File: src/rtl/nibble_add_pkg.sv
// nibble_add_pkg: shared types and sizing helpers for the nibble-serial adder.
package nibble_add_pkg;

    localparam int NIBBLE_W = 4;

    typedef enum logic [1:0] {
        IDLE = 2'd0,
        RUN  = 2'd1,
        DONE = 2'd2
    } state_t;

    // Number of 4-bit adder passes needed for a WIDTH-bit add.
    function automatic int calc_nibbles(input int width);
        return width / NIBBLE_W;
    endfunction

    // Width of the pass counter; at least one bit even for a single pass.
    function automatic int calc_idx_w(input int width);
        int n;
        n = width / NIBBLE_W;
        return (n > 1) ? $clog2(n) : 1;
    endfunction

endpackage

File: src/rtl/nibble_add_slice.sv
// nibble_add_slice: 4-bit combinational ripple-carry adder slice.
// With NIBBLE_SERIAL_ADDER_OVF_EN defined it also exposes c3, the carry
// into bit 3, so the caller can form the two's-complement overflow flag.
module nibble_add_slice (
    input  logic [3:0] a,
    input  logic [3:0] b,
    input  logic       cin,
    output logic [3:0] sum,
`ifdef NIBBLE_SERIAL_ADDER_OVF_EN
    output logic       c3,
`endif
    output logic       cout
);

    logic [4:0] carry_s;

    // Ripple the carry through four full-adder bits.
    always_comb begin
        carry_s    = 5'd0;
        sum        = 4'd0;
        carry_s[0] = cin;
        for (int i = 0; i < 4; i++) begin
            sum[i]       = a[i] ^ b[i] ^ carry_s[i];
            carry_s[i+1] = (a[i] & b[i]) | (a[i] & carry_s[i]) | (b[i] & carry_s[i]);
        end
    end

    assign cout = carry_s[4];
`ifdef NIBBLE_SERIAL_ADDER_OVF_EN
    assign c3   = carry_s[3];
`endif

endmodule

File: src/rtl/nibble_serial_adder_ctrl.sv
// nibble_serial_adder_ctrl: adds two WIDTH-bit operands one nibble per clock
// through a single shared 4-bit slice, LSB nibble first, with a registered
// carry between passes and valid/ready handshakes on both sides.
// Optional macro NIBBLE_SERIAL_ADDER_OVF_EN adds the out_ovf signed-overflow output.
module nibble_serial_adder_ctrl
    import nibble_add_pkg::*;
#(
    parameter int WIDTH = 16
) (
    input  logic             clk,
    input  logic             rst,
    input  logic             in_valid,
    output logic             in_ready,
    input  logic [WIDTH-1:0] in_a,
    input  logic [WIDTH-1:0] in_b,
    input  logic             in_cin,
    output logic             out_valid,
    input  logic             out_ready,
    output logic [WIDTH-1:0] out_sum,
`ifdef NIBBLE_SERIAL_ADDER_OVF_EN
    output logic             out_cout,
    output logic             out_ovf
`else
    output logic             out_cout
`endif
);

    localparam int NIBBLES = calc_nibbles(WIDTH);
    localparam int IDX_W   = calc_idx_w(WIDTH);

    state_t             state_r;
    logic [WIDTH-1:0]   a_r;
    logic [WIDTH-1:0]   b_r;
    logic [WIDTH-1:0]   sum_r;
    logic               carry_r;
    logic [IDX_W-1:0]   idx_r;
    logic               in_ready_r;
    logic               out_valid_r;
    logic               cout_r;
    logic [3:0]         slice_sum_s;
    logic               slice_cout_s;
    logic [WIDTH-1:0]   sum_shift_s;
    logic               last_pass_s;
`ifdef NIBBLE_SERIAL_ADDER_OVF_EN
    logic               slice_c3_s;
    logic               ovf_r;
`endif

    nibble_add_slice u_slice (
        .a    (a_r[NIBBLE_W-1:0]),
        .b    (b_r[NIBBLE_W-1:0]),
        .cin  (carry_r),
        .sum  (slice_sum_s),
`ifdef NIBBLE_SERIAL_ADDER_OVF_EN
        .c3   (slice_c3_s),
`endif
        .cout (slice_cout_s)
    );

    assign last_pass_s = (idx_r == IDX_W'(NIBBLES - 1));

    // New nibble enters at the top of the sum register; single-nibble builds just take the slice sum.
    generate
        if (NIBBLES == 1) begin : g_single
            assign sum_shift_s = slice_sum_s;
        end else begin : g_multi
            assign sum_shift_s = {slice_sum_s, sum_r[WIDTH-1:NIBBLE_W]};
        end
    endgenerate

    // Controller FSM with operand/sum shift registers and registered handshake outputs.
    always_ff @(posedge clk or posedge rst) begin
        if (rst) begin
            state_r     <= IDLE;
            a_r         <= {WIDTH{1'b0}};
            b_r         <= {WIDTH{1'b0}};
            sum_r       <= {WIDTH{1'b0}};
            carry_r     <= 1'b0;
            idx_r       <= {IDX_W{1'b0}};
            in_ready_r  <= 1'b1;
            out_valid_r <= 1'b0;
            cout_r      <= 1'b0;
`ifdef NIBBLE_SERIAL_ADDER_OVF_EN
            ovf_r       <= 1'b0;
`endif
        end else begin
            case (state_r)
                IDLE: begin
                    if (in_valid) begin
                        a_r        <= in_a;
                        b_r        <= in_b;
                        carry_r    <= in_cin;
                        idx_r      <= {IDX_W{1'b0}};
                        in_ready_r <= 1'b0;
                        state_r    <= RUN;
                    end
                end
                RUN: begin
                    sum_r   <= sum_shift_s;
                    a_r     <= a_r >> NIBBLE_W;
                    b_r     <= b_r >> NIBBLE_W;
                    carry_r <= slice_cout_s;
                    if (last_pass_s) begin
                        cout_r      <= slice_cout_s;
`ifdef NIBBLE_SERIAL_ADDER_OVF_EN
                        ovf_r       <= slice_c3_s ^ slice_cout_s;
`endif
                        out_valid_r <= 1'b1;
                        state_r     <= DONE;
                    end else begin
                        idx_r <= idx_r + IDX_W'(1);
                    end
                end
                DONE: begin
                    // Result stays frozen until the consumer takes it.
                    if (out_ready) begin
                        out_valid_r <= 1'b0;
                        in_ready_r  <= 1'b1;
                        state_r     <= IDLE;
                    end
                end
                default: begin
                    out_valid_r <= 1'b0;
                    in_ready_r  <= 1'b1;
                    state_r     <= IDLE;
                end
            endcase
        end
    end

    assign in_ready  = in_ready_r;
    assign out_valid = out_valid_r;
    assign out_sum   = sum_r;
    assign out_cout  = cout_r;
`ifdef NIBBLE_SERIAL_ADDER_OVF_EN
    assign out_ovf   = ovf_r;
`endif

endmodule
File: config.mk
export PLATFORM = sky130hd
export DESIGN_NAME = nibble_serial_adder_ctrl
export DESIGN_NICKNAME = d
export VERILOG_FILES = /design/src/rtl/nibble_add_pkg.sv /design/src/rtl/nibble_add_slice.sv /design/src/rtl/nibble_serial_adder_ctrl.sv
export SDC_FILE = /design/constraint.sdc
export NUM_CORES = 1
export LEC_CHECK = 0
export CAP_MARGIN = 20
export CORE_MARGIN = 4
export CORE_UTILIZATION = 50
export DETAILED_ROUTE_END_ITERATION = 8
export PLACE_DENSITY = 0.81
export SYNTH_ARGS = -nofsm -noshare
export SYNTH_HDL_FRONTEND = slang
export SYNTH_SLANG_ARGS = --single-unit
export TNS_END_PERCENT = 100
File: constraint.sdc
create_clock -name clk -period 2.7 [get_ports clk]
set_clock_uncertainty 0.2 [all_clocks]
set_input_delay 0.54 -clock clk [delete_from_list [all_inputs] [get_ports clk]]
set_output_delay 0.54 -clock clk [all_outputs]
set_load 0.05 [all_outputs]
**Word-level counts from Yosys, hierarchy flattened**

Cells that the tools add are included.

- Bitwise logic cells: 30
- Multiplexer cells: 19
- Reductions and logical operators: 8
- Equality and inequality tests: 7
- Add/sub/neg operators: 1

Operator list:

| operator | count |
|---|---|
| $pmux 16 s2 | 2 |
| $mux 16 | 2 |
| $and 1x1->1 | 12 |
| $reduce_and 3->1 | 4 |
| $mux 2 | 5 |
| $ne 2x2->1 const B | 4 |
| $or 1x1->1 | 8 |
| $xor 1x1->1 | 8 |
| $pmux 1 s3 | 2 |
| $pmux 2 s3 | 1 |
| $mux 1 | 5 |
| $eq 2x2->1 const B | 2 |
| $pmux 2 s2 | 1 |
| $reduce_and 2->1 | 2 |
| $add 2x1->2 const B | 1 |
| $eq 2x1->1 const B | 1 |
| $logic_not 2->1 | 1 |
| $not 1->1 | 2 |
| $pmux 1 s2 | 1 |
| $reduce_bool 2->1 | 1 |

- Output and inout bits: 19
- Bits of input ports: 37
- Flip-flop bits (word level): 56

**Logic depth before layout (Yosys ltp)**

Gate-level depths: netlist of run 1.

- Word-level depth: 13
- Mapped depth: 8

**Cells and area by module**

A second synthesis of run 1 with hierarchy kept.

- Cell total of the unflattened synthesis: 263
- Area, all modules: 2607.5 um^2

Modules (own cells, without submodules):

| module | area each (um^2) | times used | cells an instance | sequential area each (um^2) |
|---|---|---|---|---|
| nibble_serial_adder_ctrl | 2489.9 | 1 | 249 | 1402.6 |
| nibble_add_slice | 117.6 | 1 | 14 | 0.0 |

**Worst setup path after synthesis of run 1**

No wires, ideal clock.

- Path kind: flip-flop to flip-flop
- Start: reg a_r[0]
- End: reg sum_r[15], in the netlist out_sum[15]
- Required time: 2.424 ns
- Arrival time: 1.946 ns
- Cell stages (with the launch flop): 9
- Buffers on the path: 0
- Library setup time: 0.076 ns
- Path slack: 0.478 ns
- Clock period less this slack: 2.222 ns
- Cells stage by stage: dfrtp_1 -> inv_1 -> fa_1 -> inv_1 -> fa_1 -> fa_1 -> inv_1 -> fa_1 -> o21ai_1

- Word-level cells in the longest chain between the ends: 10
- Elaborated cells on any way between the ends: 13
- Those cells by class: bitwise: 13

Ends and longest elaborated chain:

| what | line | text |
|---|---|---|
| from (decl) | nibble_serial_adder_ctrl.sv:32 | `logic [WIDTH-1:0] a_r;` |
| from (signal assigned) | nibble_serial_adder_ctrl.sv:75 | `a_r <= {WIDTH{1'b0}};` |
| from (signal assigned) | nibble_serial_adder_ctrl.sv:90 | `a_r <= in_a;` |
| from (signal assigned) | nibble_serial_adder_ctrl.sv:100 | `a_r <= a_r >> NIBBLE_W;` |
| $and 1x1->1 | nibble_add_slice.sv:24 | `carry_s[i+1] = (a[i] & b[i]) \| (a[i] & carry_s[i]) \| (b[i] & carry_s[i]);` |
| $or 1x1->1 (*) (2 in a row) | nibble_add_slice.sv:24 |  |
| $and 1x1->1 | nibble_add_slice.sv:24 |  |
| $or 1x1->1 | nibble_add_slice.sv:24 |  |
| $or 1x1->1 (*) | nibble_add_slice.sv:24 |  |
| $and 1x1->1 | nibble_add_slice.sv:24 |  |
| $or 1x1->1 | nibble_add_slice.sv:24 |  |
| $or 1x1->1 (*) | nibble_add_slice.sv:24 |  |
| $xor 1x1->1 (*) | nibble_add_slice.sv:23 | `sum[i] = a[i] ^ b[i] ^ carry_s[i];` |
| to (signal assigned) | nibble_serial_adder_ctrl.sv:77 | `sum_r <= {WIDTH{1'b0}};` |
| to (signal assigned) | nibble_serial_adder_ctrl.sv:99 | `sum_r <= sum_shift_s;` |
| to (decl) | nibble_serial_adder_ctrl.sv:34 | `logic [WIDTH-1:0] sum_r;` |

Every way passes the cells marked *; elsewhere a longest branch is shown, timed or not.
A chain may end at the register's enable or synchronous reset.

**Final worst setup path of run 1**

- Start: reg in_ready_r, in the netlist in_ready
- End: out in_ready

RTL lines:

| what | line | text |
|---|---|---|
| from (decl) | nibble_serial_adder_ctrl.sv:37 | `logic in_ready_r;` |
| from (signal assigned) | nibble_serial_adder_ctrl.sv:80 | `in_ready_r <= 1'b1;` |
| from (signal assigned) | nibble_serial_adder_ctrl.sv:94 | `in_ready_r <= 1'b0;` |
| from (signal assigned) | nibble_serial_adder_ctrl.sv:118 | `in_ready_r <= 1'b1;` |
| to (decl) | nibble_serial_adder_ctrl.sv:13 | `output logic in_ready,` |

No word-level cell between the ends.

==> out/metrics.csv, run 1 <==
stage,metric,value,unit
finish,Antenna diodes,0,
finish,Reg area,1400,um2
worst_setup_path,WP data arrival,1.66,ns
grt,antenna violations before repair,0,
worst_setup_path,Crit. End Element,primary output,
logic_synthesis,ys async rst share,100,%
finish,number of fill cells,394,
worst_setup_path,CP Class,flip-flop to primary output,
clock_network,depth of the CTS H-tree,2,
logic_synthesis,sequential share of the synthesized area,54.0,%
worst_setup_path,buffers plus inverters on the worst setup path,1,
route,initial DRC count,132,
finish,Layout area overhead,27.6,%
clock_network,CTS max path bufs,2,
pwr,pwr/cell area,1300,nW/um2
grt,All-Layer GR Usage,19.4,%
pwr,Pint,0.00236,W
pwr,Seq pwr share,36.0,%
route,Detailed Routing Iterations Pass 1,4,
sta,unrepaired setup endpoints after global routing,no,
floorplan,Die Area,6410,um2
placement,dpl hpwl,4230,um
logic_synthesis,"Cell Area, Synth",2600,um2
route,Via density,5.66,
floorplan,DIE HEIGHT,80.1,um
route,Routed WL,5990,um
grt,vias in the first global route,2057,
clock_network,CTS tree,built,
clock_network,setup repair bufs after CTS,0,
worst_setup_path,critical path's slowest cell,clkdlybuf4s50_1,
placement,number of port buffers,55,
worst_hold_path,Hold Startpoint,out_sum[1],
placement,global placement routability congestion,0.788,
logic_synthesis,#FFs+latches synth,56,
logic_synthesis,Synth Warn #,0,
pwr,maximum vdd drop,0.000689,V
logic_synthesis,syn nets,316,
logic_synthesis,syn avg cell area,9.48,um2
sta,final count of hold timing violations,0,
worst_setup_path,CP Cell Sequence,clkdlybuf4s50_1,
floorplan,die width,80.1,um
worst_setup_path,worst stage delay on the critical path,0.80,ns
worst_hold_path,HP Class,flip-flop to flip-flop,
sta,Slew headroom,58.9,%
job,max_cap viols,0,
finish,multi-input logic area,1030,um2
logic_synthesis,"Distinct cells, synth",27,
pwr,sw frac,45.2,%
worst_setup_path,Critical Path Start Type,flip-flop,
clock_network,Clock Latency Late Sink,0.31,ns
logic_synthesis,Synth area leader,dfrtp_1,
route,routed len/inst,15.3,um
grt,first-pass GRT wire length,9710,um
clock_network,TritonCTS Buffers,5,
pwr,clock share of power,12.8,%
logic_synthesis,number of flops mapped to enable cells by yosys,0,
clock_network,CTS root buf,clkbuf_8,
route,DRC errors left,0,
route,via count,2219,
finish,nets@finish,366,
placement,Placed Cells,384,
clock_network,post-CTS resize count,0,
floorplan,Initial Util,53.2,%
floorplan,Boundary Pins,56,
clock_network,Sinks on Clock Net,56,
sta,Final Critical Period,2.40,ns
logic_synthesis,area fraction of the dominant cell type after synthesis,53.0,%
grt,Congestion Overflow GR,0,
pwr,Logic pwr share,51.2,%
sta,part of the cycle the worst path needs,89.0,%
worst_setup_path,Worst Setup SP,in_ready,
logic_synthesis,Post-synth top cells,"dfrtp_1, nand2_1, nor3_1, o22ai_1, nor2_1",
clock_network,Clock transition at path regs,0.10,ns
grt,largest net degree at the start of global routing,38,
floorplan,Rows,25,
floorplan,placeable core region,4880,um2
worst_setup_path,maximum fanout along the worst path,3,
sta,Slew Limit Fails,0,
sta,Setup TNS,0,ns
logic_synthesis,top-count cell post-synth,dfrtp_1,
sta,Fmax,416,MHz
worst_setup_path,CP top delay family,buffers and inverters,
logic_synthesis,Main synth FF type,dfrtp_1,
route,remaining antenna violation count,0,
sta,final setup violation count,0,
finish,Layout Cells excl Fill,392,
logic_synthesis,Synth Instances,274,
outcome,outcome,"complete, no violations",
logic_synthesis,largest cells by area after synthesis,"dfrtp_1, nor3_1, nand2_1",
finish,fraction of layout cells with a size suffix above 1,6.77,%
pwr,Pleak,1.43,nW
sta,worst slew pin tran,0.616,ns
worst_setup_path,reg2reg start,carry_r,
worst_setup_path,Critical Path RT,1.96,ns
pwr,P_sw,0.00195,W
clock_network,Post-CTS Hold Buffers,0,
[state kept, by name (all words and copies together) (netlist names)]
register and flops:
out_valid 1, out_sum 16, b_r 16, state_r 2, out_cout 1, idx_r 2
carry_r 1, in_ready 1, a_r 16
[layout by cell type, fill, tap and decap left out, drive strengths merged, types with 2 or more instances in the layout]
cell type	synthesis	routed
nor2b	2	2
clkinv	1	2
a22o	5	5
nor3	45	45
dfrtp	55	55
o32ai	10	10
a21oi	2	2
inv	8	8
nand2	53	53
buf	17	10
clkbuf	5	5
fa	4	4
nor2	15	15
nand2b	4	4
o22ai	24	24
clkdlybuf4s50	0	55
o21ai	16	16
[logic make-up (layout without fill, tap and decap cells)]
logic type               count (synthesis)  after routing  synth area share (%)
AND/OR/NAND/NOR                        121            121                  20.5
AO/OA/AOI/OAI                           60             60                  15.3
flip-flops                              56             56                  54.0
multiplexers                             1              1                 0.433
buffers and inverters                   31             82                  6.26
adder cells (fa/ha/maj)                  5              5                  3.56
[layer usage]
metal  track usage [%]  part of all wire, %
met1              25.6                   42
met5                 0                    0
met4              5.91                  1.8
met3              4.15                  6.3
met2              32.0                   49
[worst min-delay path, cell delays in order, from the launching register on]
cell,delay (ns)
dfrtp_1,0.35
nand2_1,0.05
nand2_1,0.05
[power by group through the flow]
stage / registers [W] / logic, W / clock network [W]
2_1_floorplan: 0.00194 / 0.00119 / 0
3_3_place_gp: 0.00154 / 0.00213 / 0
3_5_place_dp: 0.00157 / 0.00220 / 0
4_1_cts: 0.00155 / 0.00221 / 0.000560
5_1_grt: 0.00160 / 0.00242 / 0.000599
6_report: 0.00155 / 0.00221 / 0.000550
[final timing paths]
kind,to,slack (ns),depth (start not counted)
worst min register to register,out_sum[1],0.28,2
worst max-delay path,in_ready,0.30,1
max in group asynchronous,b_r[9],1.31,3
worst min-delay path,out_sum[1],0.28,2
worst max register to register,out_sum[15],0.39,8
min in group asynchronous,a_r[3],0.43,2
[final cells by class]
type	count	area share (%)
sequential	56	42.3
multi-input combinational	187	31.1
timing repair buffer	65	19.6
tap	67	2.53
clock buffer	5	2.08
clock inverter	3	1.28
inverter	9	1.02
[through the flow]
stage / util (%) / setup slack (ns) / instance area (um2) / power (W) / hold slack, ns
6_report: 67.9 / 0.296 / 3310 / 0.00431 / 0.278
5_1_grt: 67.9 / 0.236 / 3310 / 0.00463 / 0.305
4_1_cts: 67.9 / 0.285 / 3310 / 0.00432 / 0.287
3_5_place_dp: 65.6 / 0.403 / 3200 / 0.00377 / 0.262
3_3_place_gp: 65.6 / 0.442 / 3200 / 0.00368 / 0.259
2_1_floorplan: - / 0.478 / 2600 / 0.00313 / 0.267
Note: power is estimated with default switching activity, not from simulation.
==> run 2: changes to the inputs <==
--- a/config.mk
+++ b/config.mk
@@ -14,3 +14,2 @@
 export SYNTH_HDL_FRONTEND = slang
 export SYNTH_SLANG_ARGS = --single-unit
-export TNS_END_PERCENT = 100
==> constraint.sdc (replaced) <==
create_clock -name clk -period 2.7 [get_ports clk]
set_clock_uncertainty 0.2 [all_clocks]
set_input_delay 0.405 -clock clk [delete_from_list [all_inputs] [get_ports clk]]
set_output_delay 0.405 -clock clk [all_outputs]
set_load 0.05 [all_outputs]
==> run 2 against run 1 <==
Critical path depth is 7 higher; fmax grew 0.13%; via count is 0.72% lower; worst hold slack got worse by 0.031 ns; highest routed layer unchanged; cell area down 0.57%; worst setup slack better by 0.0032 ns; cell count down 0.26%.
==> out/metrics.csv, run 2 (synthesis gave the netlist of run 1 again) <==
stage,metric,value,unit,change
grt,vias in the first global route,2224,,+8.1%
pwr,pwr/cell area,1280,nW/um2,-1.2%
worst_setup_path,Reg2Reg Capture Point,out_sum[15],,
worst_setup_path,CP Class,flip-flop to flip-flop,,
floorplan,Boundary Pins,56,,unchanged
worst_setup_path,FF-to-FF setup slack,0.30,ns,-0.09 ns
clock_network,CTS max path bufs,2,,unchanged
clock_network,Sinks on Clock Net,56,,unchanged
route,routed len/inst,14.9,um,-2.6%
worst_setup_path,Critical Path RT,2.73,ns,+0.77 ns
finish,Antenna diodes,0,,unchanged
floorplan,placeable core region,4880,um2,unchanged
placement,Placed Cells,383,,-0.26%
floorplan,die width,80.1,um,unchanged
worst_setup_path,Critical Path Start Type,flip-flop,,
sta,Final Critical Period,2.40,ns,-0.00319 ns
worst_setup_path,CP endpoint,out_sum[15],,
floorplan,Die Area,6410,um2,unchanged
route,remaining antenna violation count,0,,unchanged
worst_setup_path,Worst Setup SP,carry_r,,
route,Routed WL,5820,um,-2.8%
worst_setup_path,Crit. End Element,flip-flop,,
clock_network,depth of the CTS H-tree,2,,unchanged
pwr,clock share of power,11.6,%,-1.2 points
outcome,outcome,"complete, no violations",,
sta,Slew Limit Fails,0,,unchanged
route,DRC errors left,0,,unchanged
grt,first-pass GRT wire length,9890,um,+1.8%
finish,fraction of layout cells with a size suffix above 1,6.17,%,-0.60 points
pwr,Pint,0.00232,W,-1.9%
grt,Congestion Overflow GR,0,,unchanged
clock_network,CTS root buf,clkbuf_8,,
grt,All-Layer GR Usage,19.4,%,about the same
sta,part of the cycle the worst path needs,88.9,%,-0.12 points
worst_setup_path,reg2reg start,carry_r,,
sta,final setup violation count,0,,unchanged
route,Detailed Routing Iterations Pass 1,4,,unchanged
pwr,sw frac,45.3,%,+0.087 points
clock_network,Post-CTS Hold Buffers,0,,unchanged
clock_network,TritonCTS Buffers,5,,unchanged
placement,dpl hpwl,4180,um,-1.2%
placement,number of port buffers,55,,unchanged
pwr,Pleak,1.42,nW,-0.51%
sta,final count of hold timing violations,0,,unchanged
worst_setup_path,maximum fanout along the worst path,2,,-1
clock_network,CTS tree,built,,
sta,Setup TNS,0,ns,unchanged
worst_setup_path,WP data arrival,2.43,ns,+0.77 ns
floorplan,Initial Util,53.2,%,unchanged
worst_hold_path,HP Class,input port to async pin,,
finish,Layout Cells excl Fill,391,,-0.26%
grt,largest net degree at the start of global routing,47,,+24%
finish,most frequent cells in the layout,"dfrtp_1, clkdlybuf4s50_1, nand2_1",,
route,initial DRC count,117,,-11%
route,Via density,5.63,,-0.47%
worst_setup_path,r2r worst-path depth,8,,unchanged
finish,Layout area overhead,26.9,%,
grt,antenna violations before repair,0,,unchanged
sta,Fmax,417,MHz,+0.13%
finish,nets@finish,365,,-0.27%
route,via count,2203,,-0.72%
floorplan,Rows,25,,unchanged
sta,worst slew pin tran,0.542,ns,-0.0732 ns
clock_network,Clock transition at path regs,0.09,ns,about the same
clock_network,setup repair bufs after CTS,0,,unchanged
sta,unrepaired setup endpoints after global routing,no,,
pwr,maximum vdd drop,0.000675,V,-2.1%
pwr,Logic pwr share,51.2,%,about the same
pwr,Seq pwr share,37.2,%,+1.2 points
floorplan,DIE HEIGHT,80.1,um,unchanged
job,max_cap viols,0,,unchanged
clock_network,post-CTS resize count,0,,unchanged
placement,global placement routability congestion,0.768,,-2.5%
sta,Slew headroom,63.8,%,+4.9 points
pwr,P_sw,0.00192,W,-1.6%
clock_network,Clock Latency Late Sink,0.30,ns,about the same
## run 2: cell count changes in the layout (fill, tap and decap cells not counted), sizes merged
cell / before / now
buf: 10 / 9
clkinv: 2 / 1
clkinvlp: 1 / 0
bufinv: 1 / 0
clkbuf: 5 / 8
## run 2: layout make-up
cell class	instances	area, um2
Fill cell	397	1580
Clock buffer	8	100
Multi-Input combinational cell	187	1030
Inverter	9	33.8
Tap cell	67	83.8
Sequential cell	56	1400
Timing Repair Buffer	64	643
## run 2: worst min-delay path by stage
stage / endpoint / slack [ns] / cells after the start
after detailed placement: out_sum[3] / 0.27 / 2
final: out_sum[3] / 0.25 / 2
after global routing: out_sum[12] / 0.30 / 2
after global placement: out_sum[2] / 0.26 / 2
after floorplan: a_r[13] / 0.27 / 1
after CTS: out_sum[12] / 0.26 / 2
## run 2: per-stage QoR
stage	hold slack, ns	worst slack (ns)	total power (W)	cell area, um2	util (%)
global placement	0.258	0.452	0.00367	3200	65.5
global route	0.303	0.178	0.00456	3300	67.5
finish	0.247	0.299	0.00423	3300	67.5
floorplan	0.267	0.478	0.00313	2600	-
CTS	0.257	0.299	0.00426	3300	67.5
detailed placement	0.273	0.333	0.00377	3200	65.5
## run 2: power by group through the flow
stage	sequential [W]	combinational (W)	clock (W)
floorplan	0.00194	0.00119	0
global placement	0.00157	0.00209	0
detailed placement	0.00159	0.00218	0
CTS	0.00158	0.00218	0.000501
global route	0.00164	0.00238	0.000538
finish	0.00158	0.00217	0.000491
## run 2: layer usage
layer	vias up	global-route usage [%]	share of wire, %
li1	1068	-	-
met1	1057	25.6	45
met2	69	32.3	48
met3	9	3.92	5.7
met4	0	5.57	1.2
met5	-	0	0
## run 2: critical path: stages (launching register included)
cell	delay, ns
dfrtp_1	0.39
inv_1	0.11
fa_1	0.20
inv_1	0.06
fa_1	0.38
fa_1	0.37
inv_1	0.07
fa_1	0.41
o21ai_1	0.13
